<file path="config.mk">
export PLATFORM = sky130hd
export DESIGN_NAME = time_bin_sequencer
export DESIGN_NICKNAME = d
export VERILOG_FILES = /design/src/rtl/tbs_pkg.sv /design/src/rtl/bin_fifo.sv /design/src/rtl/time_bin_sequencer.sv
export SDC_FILE = /design/constraint.sdc
export NUM_CORES = 1
export LEC_CHECK = 0
export CAP_MARGIN = 40
export CORE_MARGIN = 1
export CORE_UTILIZATION = 35
export CTS_CLUSTER_DIAMETER = 40
export DETAILED_ROUTE_END_ITERATION = 6
export GPL_ROUTABILITY_DRIVEN = 0
export GPL_TIMING_DRIVEN = 0
export SLEW_MARGIN = 20
export SYNTH_ARGS = -nofsm -noshare
export SYNTH_HDL_FRONTEND = slang
export SYNTH_SLANG_ARGS = --single-unit
</file>
<file path="constraint.sdc">
create_clock -name clk -period 4.3 [get_ports clk]
set_clock_uncertainty 0.2 [all_clocks]
set_input_delay 0.86 -clock clk [delete_from_list [all_inputs] [get_ports clk]]
set_output_delay 0.86 -clock clk [all_outputs]
set_load 0.01 [all_outputs]
</file>
<file path="src/rtl/tbs_pkg.sv">
// Shared definitions for the time-bin sequencer: FSM state encoding and
// default widths/depth used as parameter defaults by the top and its FIFO.
// No ports; imported by time_bin_sequencer.
package tbs_pkg;

  localparam int DEF_COUNT_W    = 8;   // photon count / bin word width
  localparam int DEF_BIN_W      = 16;  // bin length width (clk cycles)
  localparam int DEF_NBIN_W     = 8;   // bins-per-acquisition width
  localparam int DEF_FIFO_DEPTH = 16;  // output buffer depth, power of two

  typedef enum logic [1:0] {
    IDLE   = 2'd0,
    RUN    = 2'd1,
    FINISH = 2'd2
  } tbs_state_e;

endpackage

</file>
<file path="src/rtl/bin_fifo.sv">
// Synchronous first-word-fall-through FIFO for per-bin count words.
// Ports: clk, reset (sync, active-high), push/din write side, pop/dout read
// side, empty/full flags and level (words stored, 0..DEPTH).
module bin_fifo #(
  parameter int WIDTH = 8,
  parameter int DEPTH = 16,
  localparam int AW   = $clog2(DEPTH),
  localparam int LW   = AW + 1
) (
  input  logic             clk,
  input  logic             reset,
  input  logic             push,
  input  logic             pop,
  input  logic [WIDTH-1:0] din,
  output logic [WIDTH-1:0] dout,
  output logic             empty,
  output logic             full,
  output logic [LW-1:0]    level
);

  logic [WIDTH-1:0] mem [DEPTH];
  logic [AW-1:0]    wr_q, wr_d;
  logic [AW-1:0]    rd_q, rd_d;
  logic [LW-1:0]    level_q, level_d;
  logic             pop_ok;
  logic             push_ok;

  assign empty = (level_q == '0);
  assign full  = (level_q == LW'(DEPTH));
  assign level = level_q;

  // Head word is presented combinationally; forced to zero while empty so
  // the read side never shows stale or uninitialised storage.
  assign dout = empty ? '0 : mem[rd_q];

  // A pop of an empty FIFO is ignored. A push into a full FIFO only
  // succeeds when a pop frees a slot on the same edge.
  assign pop_ok  = pop && !empty;
  assign push_ok = push && (!full || pop_ok);

  always_comb begin
    wr_d    = wr_q;
    rd_d    = rd_q;
    level_d = level_q;
    if (push_ok) wr_d = wr_q + AW'(1);
    if (pop_ok)  rd_d = rd_q + AW'(1);
    level_d = level_q + LW'(push_ok) - LW'(pop_ok);
  end

  always_ff @(posedge clk) begin
    if (reset) begin
      wr_q    <= '0;
      rd_q    <= '0;
      level_q <= '0;
    end else begin
      wr_q    <= wr_d;
      rd_q    <= rd_d;
      level_q <= level_d;
    end
  end

  // Storage is not reset; validity is tracked entirely by level_q.
  always_ff @(posedge clk) begin
    if (push_ok) mem[wr_q] <= din;
  end

endmodule

</file>
<file path="src/rtl/time_bin_sequencer.sv">
// Slices a free-running wrapping photon total into num_bins bins of bin_len
// cycles and queues one modular-difference count per bin toward readout.
// Ports: clk/reset (sync, active-high); count_in; start/abort/bin_len/
// num_bins control; out_data/out_valid/out_ready stream; fifo_level, busy,
// done (1-cycle pulse), dropped (sticky FIFO-overflow flag).
module time_bin_sequencer
  import tbs_pkg::*;
#(
  parameter int COUNT_W    = DEF_COUNT_W,
  parameter int BIN_W      = DEF_BIN_W,
  parameter int NBIN_W     = DEF_NBIN_W,
  parameter int FIFO_DEPTH = DEF_FIFO_DEPTH
) (
  input  logic                        clk,
  input  logic                        reset,
  input  logic [COUNT_W-1:0]          count_in,
  input  logic                        start,
  input  logic                        abort,
  input  logic [BIN_W-1:0]            bin_len,
  input  logic [NBIN_W-1:0]           num_bins,
  output logic [COUNT_W-1:0]          out_data,
  output logic                        out_valid,
  input  logic                        out_ready,
  output logic [$clog2(FIFO_DEPTH):0] fifo_level,
  output logic                        busy,
  output logic                        done,
  output logic                        dropped
);

  tbs_state_e         state_q, state_d;
  logic [BIN_W-1:0]   len_q, len_d;
  logic [NBIN_W-1:0]  nb_q, nb_d;
  logic [COUNT_W-1:0] base_q, base_d;
  logic [BIN_W-1:0]   timer_q, timer_d;
  logic [NBIN_W-1:0]  idx_q, idx_d;
  logic               dropped_q, dropped_d;

  logic               fifo_push;
  logic               fifo_pop;
  logic               fifo_empty;
  logic               fifo_full;
  logic [COUNT_W-1:0] delta;
  logic               bin_close;
  logic               last_bin;

  // Unsigned COUNT_W subtraction gives the count mod 2^COUNT_W, so the
  // upstream counter can wrap freely and is never cleared.
  assign delta     = count_in - base_q;
  assign bin_close = (timer_q == len_q - BIN_W'(1));
  assign last_bin  = (idx_q == nb_q - NBIN_W'(1));
  assign fifo_pop  = out_valid && out_ready;

  always_comb begin
    state_d   = state_q;
    len_d     = len_q;
    nb_d      = nb_q;
    base_d    = base_q;
    timer_d   = timer_q;
    idx_d     = idx_q;
    dropped_d = dropped_q;
    fifo_push = 1'b0;
    busy      = 1'b0;
    done      = 1'b0;

    unique case (state_q)
      IDLE: begin
        // A zero length or zero bin count is not a valid acquisition.
        if (start && (bin_len != '0) && (num_bins != '0)) begin
          state_d   = RUN;
          len_d     = bin_len;
          nb_d      = num_bins;
          base_d    = count_in;
          timer_d   = '0;
          idx_d     = '0;
          dropped_d = 1'b0;
        end
      end

      RUN: begin
        busy = 1'b1;
        if (abort) begin
          // Abort beats a coincident bin close: the partial bin is lost.
          state_d = IDLE;
        end else if (bin_close) begin
          fifo_push = 1'b1;
          base_d    = count_in;
          timer_d   = '0;
          idx_d     = idx_q + NBIN_W'(1);
          if (last_bin) state_d = FINISH;
        end else begin
          timer_d = timer_q + BIN_W'(1);
        end
      end

      FINISH: begin
        done    = 1'b1;
        state_d = IDLE;
      end

      default: state_d = IDLE;
    endcase

    // The FIFO silently discards a push it cannot accept; remember it here.
    if (fifo_push && fifo_full && !fifo_pop) dropped_d = 1'b1;
  end

  always_ff @(posedge clk) begin
    if (reset) begin
      state_q   <= IDLE;
      len_q     <= '0;
      nb_q      <= '0;
      base_q    <= '0;
      timer_q   <= '0;
      idx_q     <= '0;
      dropped_q <= 1'b0;
    end else begin
      state_q   <= state_d;
      len_q     <= len_d;
      nb_q      <= nb_d;
      base_q    <= base_d;
      timer_q   <= timer_d;
      idx_q     <= idx_d;
      dropped_q <= dropped_d;
    end
  end

  assign dropped   = dropped_q;
  assign out_valid = !fifo_empty;

  bin_fifo #(
    .WIDTH (COUNT_W),
    .DEPTH (FIFO_DEPTH)
  ) u_fifo (
    .clk   (clk),
    .reset (reset),
    .push  (fifo_push),
    .pop   (fifo_pop),
    .din   (delta),
    .dout  (out_data),
    .empty (fifo_empty),
    .full  (fifo_full),
    .level (fifo_level)
  );

endmodule

</file>
# == Word-level counts from Yosys, hierarchy flattened ==
# Memories as Yosys holds them, arrays and structs flattened. A register that Yosys moved wholly into a read port is not among the register bits.
# Cells that the tools add are included.
# op_classes
add_sub_neg,9
n_eq_ne,10
muxes,30
n_reduce_logical,23
# op_table
cell,count
8-bit 2-to-1 mux,7
16-bit 2-to-1 mux,3
16-bit one-hot mux with 2 select lines,1
8-bit one-hot mux with 2 select lines,2
"16-bit by 1-bit adder with 16-bit output, second input constant",1
16-bit == test,1
16-bit nonzero test,1
"16-bit by 1-bit subtractor with 16-bit output, second input constant",1
1-bit 2-to-1 mux,10
"4-bit by 1-bit adder with 4-bit output, second input constant",2
"8-bit by 1-bit adder with 8-bit output, second input constant",1
8-bit == test,1
2-bit 2-to-1 mux,4
4-bit 2-to-1 mux,2
8-bit nonzero test,1
"8-bit by 1-bit subtractor with 8-bit output, second input constant",1
8-bit subtractor,1
1-bit logical AND,7
"2-bit inequality test, second input constant",3
"3-bit inequality test, second input constant",2
3-bit AND reduction,2
2-bit nonzero test,3
5-bit by 1-bit adder with 5-bit output,1
"5-bit == test, second input constant",1
other kinds (10),13
# word_totals
ff_bits,72
ramBits,128
inputBits,37
output_inout_bits,17
word_cells,83
memories,1
# memory_table
name,depth,word_bits,read_ports,rd_ports_with_merged_regs,wr,line_no,text
u_fifo.mem,16,8,1,1,1,bin_fifo.sv:21,logic [WIDTH-1:0] mem [DEPTH];

# == Logic depth before layout (Yosys ltp) ==
# Gate-level depths: netlist of the first run.
# logic_depth
word_depth,9
ltp_mapped,18

# == Hierarchy ==
# A second synthesis of the first run with hierarchy kept.
# unflattened
hier_cells,721
area_unflattened_um2,9328.9
# by_module_without_submodules
mod,instances,cells_each,area_per_inst_um2,seq_area_each_um2
bin_fifo,1,312,5863.1,4184.0
time_bin_sequencer,1,409,3465.8,1181.1

# == Worst setup path before layout of the first run ==
# OpenSTA, ideal clock, no wires.
# synth_path
kind,register to register
from,register len_q[0]
to,memory u_fifo.mem[0][0] (enable)
setup_ns,0.383
arrival_time_ns,3.419
required_ns,3.717
setup_slack_ns,0.297
path_stages_with_launch,13
period_less_slack_ns,4.003
cell_sequence,dfxtp_1 buf_2 inv_1 ha_1 clkbuf_1 nor3b_1 nand4_1 xnor2_1 a2111oi_0 nand4_4 nor2_4 nand2_1 nor3_1
# synth_via
elab_chain_len,8
# synth_rtl
item,line_no,text
from (decl),time_bin_sequencer.sv:31,"logic [BIN_W-1:0] len_q, len_d;"
from (signal assigned),time_bin_sequencer.sv:118,len_q <= len_d;
16-bit by 1-bit subtractor with 16-bit output,time_bin_sequencer.sv:49,assign bin_close = (timer_q == len_q - BIN_W'(1));
16-bit == test,time_bin_sequencer.sv:49,
1-bit 2-to-1 mux,time_bin_sequencer.sv:84,end else if (bin_close) begin
1-bit 2-to-1 mux,time_bin_sequencer.sv:81,if (abort) begin
1-bit 2-to-1 mux,time_bin_sequencer.sv:65,unique case (state_q)
1-bit logical AND,bin_fifo.sv:39,assign push_ok = push && (!full || pop_ok);
named net u_fifo.push_ok,bin_fifo.sv:26,logic push_ok;
1-bit 2-to-1 mux,bin_fifo.sv:64,if (push_ok) mem[wr_q] <= din;
1-bit 2-to-1 mux (implied by the code),bin_fifo.sv:64,
to (decl),bin_fifo.sv:21,
# The timed path passes the listed nets, and every way through them passes these cells.

==> impl_metrics.toml, run 1 <==
[status]
run_status = "complete, no violations"

[clocking]
htreeDepth = 1
cts_tree = "done"
clk_pin_slew_worst_paths_ps = 60
numCtsBuffers = 29
insertion_delay_ps = 540
cts_buffer_depth = 3
cts.sinks = 204
root_buffer = "clkbuf_16"
ctsHoldBuffers = 0

[drt]
top_layer_used = "met4"
drcViolationCount = 0
avgRoutedWirePerCell_um = 16.9
met2_wirelength_mm = 9.54
dr.pass1.iters = 4
wl_met1_mm = 8.94
wl_met3_um = 907
via_per_inst = 4.88
wl_mm = 19.8
via_count = 5705
ant_nets = 0
drt_iter0_drc = 356

[place]
placement.io_buffers = 52
hpwl_mm = 14.2

[setup_path]
worstSetupStartpointType = "flip-flop"
cp.required_ps = 3240
crit_type = "reg2out"
crit_fanout = 8
worst_r2r_endpoint = "u_fifo.mem[7][6]"
worstPathArrival_ps = 3060
r2r_start = "len_q[0]"
ff2ff_path_depth = 10
cp-end-kind = "output pin"
r2r_setup_slack_ps = 270

[logic_synthesis]
synth-compound-area-share = 0.0451
yosys.area_share.simple = 0.120
ys_types = 61
yosysTopAreaCellShare = 0.414
synth_seq_cells = 204
synth_xor_area_frac = 0.0642
ys_warn_count = 0
synth_top_area_cell = "edfxtp_1"
synth_flop_cell = "edfxtp_1"
syn_nets = 772
ys_top_cells_by_area = "edfxtp_1 41%, dfxtp_1 16%, mux4_2 9.7%, nor2_1 3.6%, xnor2_1 3.3%"
seq_area_frac_synth = 0.578
synth_edf_count = 128
syn_inst = 711
avgSynthCellArea_um2 = 13.1
synth_fa_ha_area_frac = 0.0340
syn_area_um2 = 9280
async_flop_share = 0
muxShareOfSynthArea = 0.130
synth_top_family_by_area = "multiplexers"

[power]
ir_worst_vdd_uv = 319
p_int_mw = 4.26
leakagePower_nw = 4.07
p_sw_mw = 1.60
powerDensity_nw_per_um2 = 514
power_frac_comb = 0.227
p_clk_frac = 0.388
design_power_total_mw = 5.85
p_seq_frac = 0.385
swShare = 0.273

[global_routing]
grt_max_degree = 17
antenna_found_initial = 0
track_usage = 0.154
grt_first_pass_wirelength_mm = 31.8
grt_pass1_vias = 5745
overflow = 0

[die]
ioPinCount = 54
die_x_um = 165
initial_utilization = 0.356
rows = 59
core-area_um2 = 26100
die_area_um2 = 27200
die_h_um = 165

[sta]
fin_crit_sh = 0.959
slew-limit-headroom = 0.454
setup_violations = 0
period_minus_slack_ps = 4120
max_freq_ghz = 0.242
tightestPinTransition_ps = 818
finalSetupTns_ps = 0
rsz0062_at_grt = "no"
hold_viol_final = 0
whs_ps = 266
drv_slew = 0

[worst_hold_path]
hold_class = "reg2reg"
hold_depth = 2
holdPathEnd = "base_q[4]"
worstHoldStart = "base_q[4]"

[finish]
final_nets = 872
area_delta_synth_final_pct = 22.6
final_common_cell = "edfxtp_1"
layout_common_cells = "128 x edfxtp_1, 87 x nor2_1, 76 x dfxtp_1"
drive_gt1_frac = 0.175
antenna_cells = 0

[run]
maxCapViolCount = 0
==> worst max-delay path by stage <==
stage | from | endpoint | slack [ps] | cells after the start
final | flip-flop | out_data[7] | 180 | 6
after global routing | flip-flop | out_data[6] | 10 | 5
after CTS | flip-flop | out_data[7] | 80 | 5
after detailed placement | len_q[0] | u_fifo.mem[5][1] | -30 | 13
after global placement | len_q[4] | u_fifo.mem[0][4] | -1070 | 9
after floorplan | len_q[0] | u_fifo.mem[0][0] | 300 | 12
==> per-layer routing <==
layer  global-route usage  vias to the layer above
met4               0.0384                        0
met1                0.202                     2746
met3               0.0286                       29
li1                     -                     2816
met5                    0                        -
met2                0.260                      114
==> registers in the layout, summed over array words and instances (netlist names), named ones only <==
name and count:
len_q 16, state_q 2, u_fifo.mem 128, base_q 8, idx_q 8, nb_q 8, dropped 1, u_fifo.level 5
timer_q 16, u_fifo.rd_q 4, u_fifo.wr_q 4
==> logic make-up (layout without fill, tap and decap cells) <==
kind of cell,count (synthesis),in the layout
multiplexers,70,70
adder cells (fa/ha/maj),24,24
AND/OR/NAND/NOR,219,219
buffers and inverters,63,186
AO/OA/AOI/OAI,63,63
flip-flops,204,204
XOR/XNOR,68,68
==> cell type report <==
| cell class | count | area, µm² |
|---|---|---|
| Buffer | 32 | 159 |
| Timing Repair Buffer | 70 | 672 |
| Clock inverter | 21 | 189 |
| Sequential cell | 204 | 5370 |
| Inverter | 30 | 113 |
| Clock buffer | 33 | 751 |
| Tap cell | 335 | 419 |
| Multi-Input combinational cell | 444 | 3720 |
| Fill cell | 2448 | 14700 |
==> through the flow <==
stage | setup WS [ps] | cell area, µm² | instances | util
2_1_floorplan | 297 | 9280 | 711 | -
3_3_place_gp | -1070 | 10200 | 1098 | 0.392
3_5_place_dp | -28.3 | 10400 | 1110 | 0.398
4_1_cts | 75.3 | 11300 | 1163 | 0.434
5_1_grt | 14.2 | 11400 | 1169 | 0.437
6_report | 176 | 11400 | 1169 | 0.437
==> cells in the mapped netlist (3+ instances only) <==
cell type,number
inv_1,30
a21boi_0,3
nor3_1,12
buf_1,7
buf_2,5
nand2b_1,5
mux2i_1,28
xnor2_1,35
and4_1,3
nor2b_1,15
nor4_1,13
and3_1,8
o21ai_0,10
clkbuf_1,17
a21o_1,4
nand2_1,26
nand4_1,8
ha_1,22
dfxtp_1,76
buf_6,3
mux4_2,40
a21oi_1,24
nor2_1,89
xor2_1,33
edfxtp_1,128
nand3_1,22
==> worst max-delay path, cell delays in order (launching register included) <==
cell and delay, ps:
dfxtp_1 450, buf_2 230, buf_6 190, mux4_2 530
mux4_2 500, nor2b_1 150, clkdlybuf4s50_1 470
==> power by group through the flow <==
stage | clock network (mW) | logic, mW | registers [mW]
2_1_floorplan | 0 | 0.839 | 2.29
3_3_place_gp | 0 | 1.26 | 2.29
3_5_place_dp | 0 | 1.34 | 2.29
4_1_cts | 2.32 | 1.34 | 2.26
5_1_grt | 2.40 | 1.45 | 2.26
6_report | 2.27 | 1.33 | 2.26
==> what timing repair did <==
action,4_1_cts,5_1_grt
pin swaps,0,1
buffers inserted,0,2
resized for setup,6,6
endpoints found under the setup margin,41,110
hold endpoints to repair,0,0
(Power assumes the default switching activity.)
==> inputs of run 2 (changes only) <==
--- a/config.mk
+++ b/config.mk
@@ -16,3 +16,4 @@
 export SYNTH_ARGS = -nofsm -noshare
 export SYNTH_HDL_FRONTEND = slang
 export SYNTH_SLANG_ARGS = --single-unit
+export TNS_END_PERCENT = 30
==> impl_metrics.toml, run 2 (synthesis gave the netlist of run 1 again) <==
[status]
run_status = "complete, no violations"

[finish]
drive_gt1_frac = 0.174
antenna_cells = 0
largest_reg_flops = 128
final_common_cell = "edfxtp_1"
top_regs = "u_fifo.mem: 128 flops, len_q: 16 flops, timer_q: 16 flops"
area_delta_synth_final_pct = 22.6
regMostFlops = "u_fifo.mem"
fin_cells = 1169
layout_common_cells = "128 x edfxtp_1, 87 x nor2_1, 76 x dfxtp_1"
final_nets = 872

[sta]
tightestPinTransition_ps = 819
finalSetupTns_ps = 0
drv_slew = 0
fin_crit_sh = 0.970
period_minus_slack_ps = 4170
rsz0062_at_grt = "yes"
setup_violations = 0
max_freq_ghz = 0.240
whs_ps = 265
slew-limit-headroom = 0.452
layout_setup_ws_ps = 128
hold_viol_final = 0

[drt]
avgRoutedWirePerCell_um = 17.0
via_count = 5752
met2_wirelength_mm = 9.51
wl_met1_mm = 9.02
top_layer_used = "met4"
drt_iter0_drc = 353
ant_nets = 0
via_per_inst = 4.92
wl_met3_um = 933
dr.pass1.iters = 4
drcViolationCount = 0
wl_mm = 19.9

[die]
core-area_um2 = 26100
die_area_um2 = 27200
initial_utilization = 0.356
die_h_um = 165
ioPinCount = 54
die_x_um = 165
rows = 59

[setup_path]
slowest_stage = "clkbuf_1"
path_delay_family = "buffers and inverters"
worstPathArrival_ps = 3110
path_buf_inv = 2
r2r_setup_slack_ps = 240
worstPathCellList = "clkbuf_1 -> mux4_2 -> mux4_2 -> nor2b_1 -> clkdlybuf4s50_1"
cpPeakStageDelay_ps = 620
crit_type = "reg2out"
cp_common_cell = "mux4_2"
cp.required_ps = 3240
worstSetupStartpointType = "flip-flop"
cp-end-kind = "output pin"
crit_fanout = 10

[global_routing]
track_usage = 0.154
antenna_found_initial = 0
grt_first_pass_wirelength_mm = 31.8
overflow = 0
grt_pass1_vias = 5745
grt_max_degree = 17

[power]
p_seq_frac = 0.385
ir_worst_vdd_uv = 317
p_clk_frac = 0.388
swShare = 0.273
design_power_total_mw = 5.85
p_sw_mw = 1.60
power_frac_comb = 0.227
leakagePower_nw = 4.06
powerDensity_nw_per_um2 = 514
p_int_mw = 4.26

[clocking]
insertion_delay_ps = 540
cts.sinks = 204
cts_tree = "done"
cts_buffer_depth = 3
numCtsBuffers = 29
ctsHoldBuffers = 0
htreeDepth = 1
root_buffer = "clkbuf_16"
clk_pin_slew_worst_paths_ps = 60

[place]
pre_cts_ws_ps = -28.3
hpwl_mm = 14.2
place_inst = 1110
placement.io_buffers = 52

[run]
maxCapViolCount = 0

[worst_hold_path]
hold_class = "reg2reg"
-- run 2: tightest hold or removal path: stages, from the launching register on --
cell and delay, ps:
dfxtp_1 310, nand3_1 60, a21oi_1 50
-- run 2: layer usage --
| metal | vias up | global-route usage |
|---|---|---|
| met1 | 2779 | 0.202 |
| met5 | - | 0 |
| met2 | 127 | 0.260 |
| met4 | 0 | 0.0384 |
| li1 | 2816 | - |
| met3 | 30 | 0.0286 |
-- run 2: final cells by class --
class,count,area (µm²)
Clock inverter,21,189
Multi-Input combinational cell,444,3720
Buffer,32,158
Inverter,30,113
Fill cell,2444,14700
Timing Repair Buffer,70,672
Clock buffer,33,751
Sequential cell,204,5370
Tap cell,335,419
-- run 2: what timing repair did --
action                                  in CTS  in global routing
resized for setup                            6                  4
pin swaps                                    0                  1
cloned                                       0                  0
setup buffers                                0                  2
endpoints found under the setup margin      41                110
-- run 2: stage by stage --
stage / util / area (µm²)
finish: 0.437 / 11400
global route: 0.437 / 11400
CTS: 0.434 / 11300
detailed placement: 0.398 / 10400
global placement: 0.392 / 10200
floorplan: - / 9280
-- run 2: path summary, 6_finish.rpt --
check / cells after the start / start / to
max reg2reg: 11 / len_q[0] / u_fifo.mem[9][6]
min reg2reg: 2 / base_q[4] / base_q[4]
max: 5 / flip-flop / out_data[7]
min: 2 / base_q[4] / base_q[4]
-- run 2: power by group through the flow --
stage | sequential, mW | clock [mW] | combinational [mW]
after floorplan | 2.29 | 0 | 0.839
after global placement | 2.29 | 0 | 1.26
after detailed placement | 2.29 | 0 | 1.34
after CTS | 2.26 | 2.32 | 1.34
after global routing | 2.26 | 2.40 | 1.46
final | 2.25 | 2.27 | 1.33
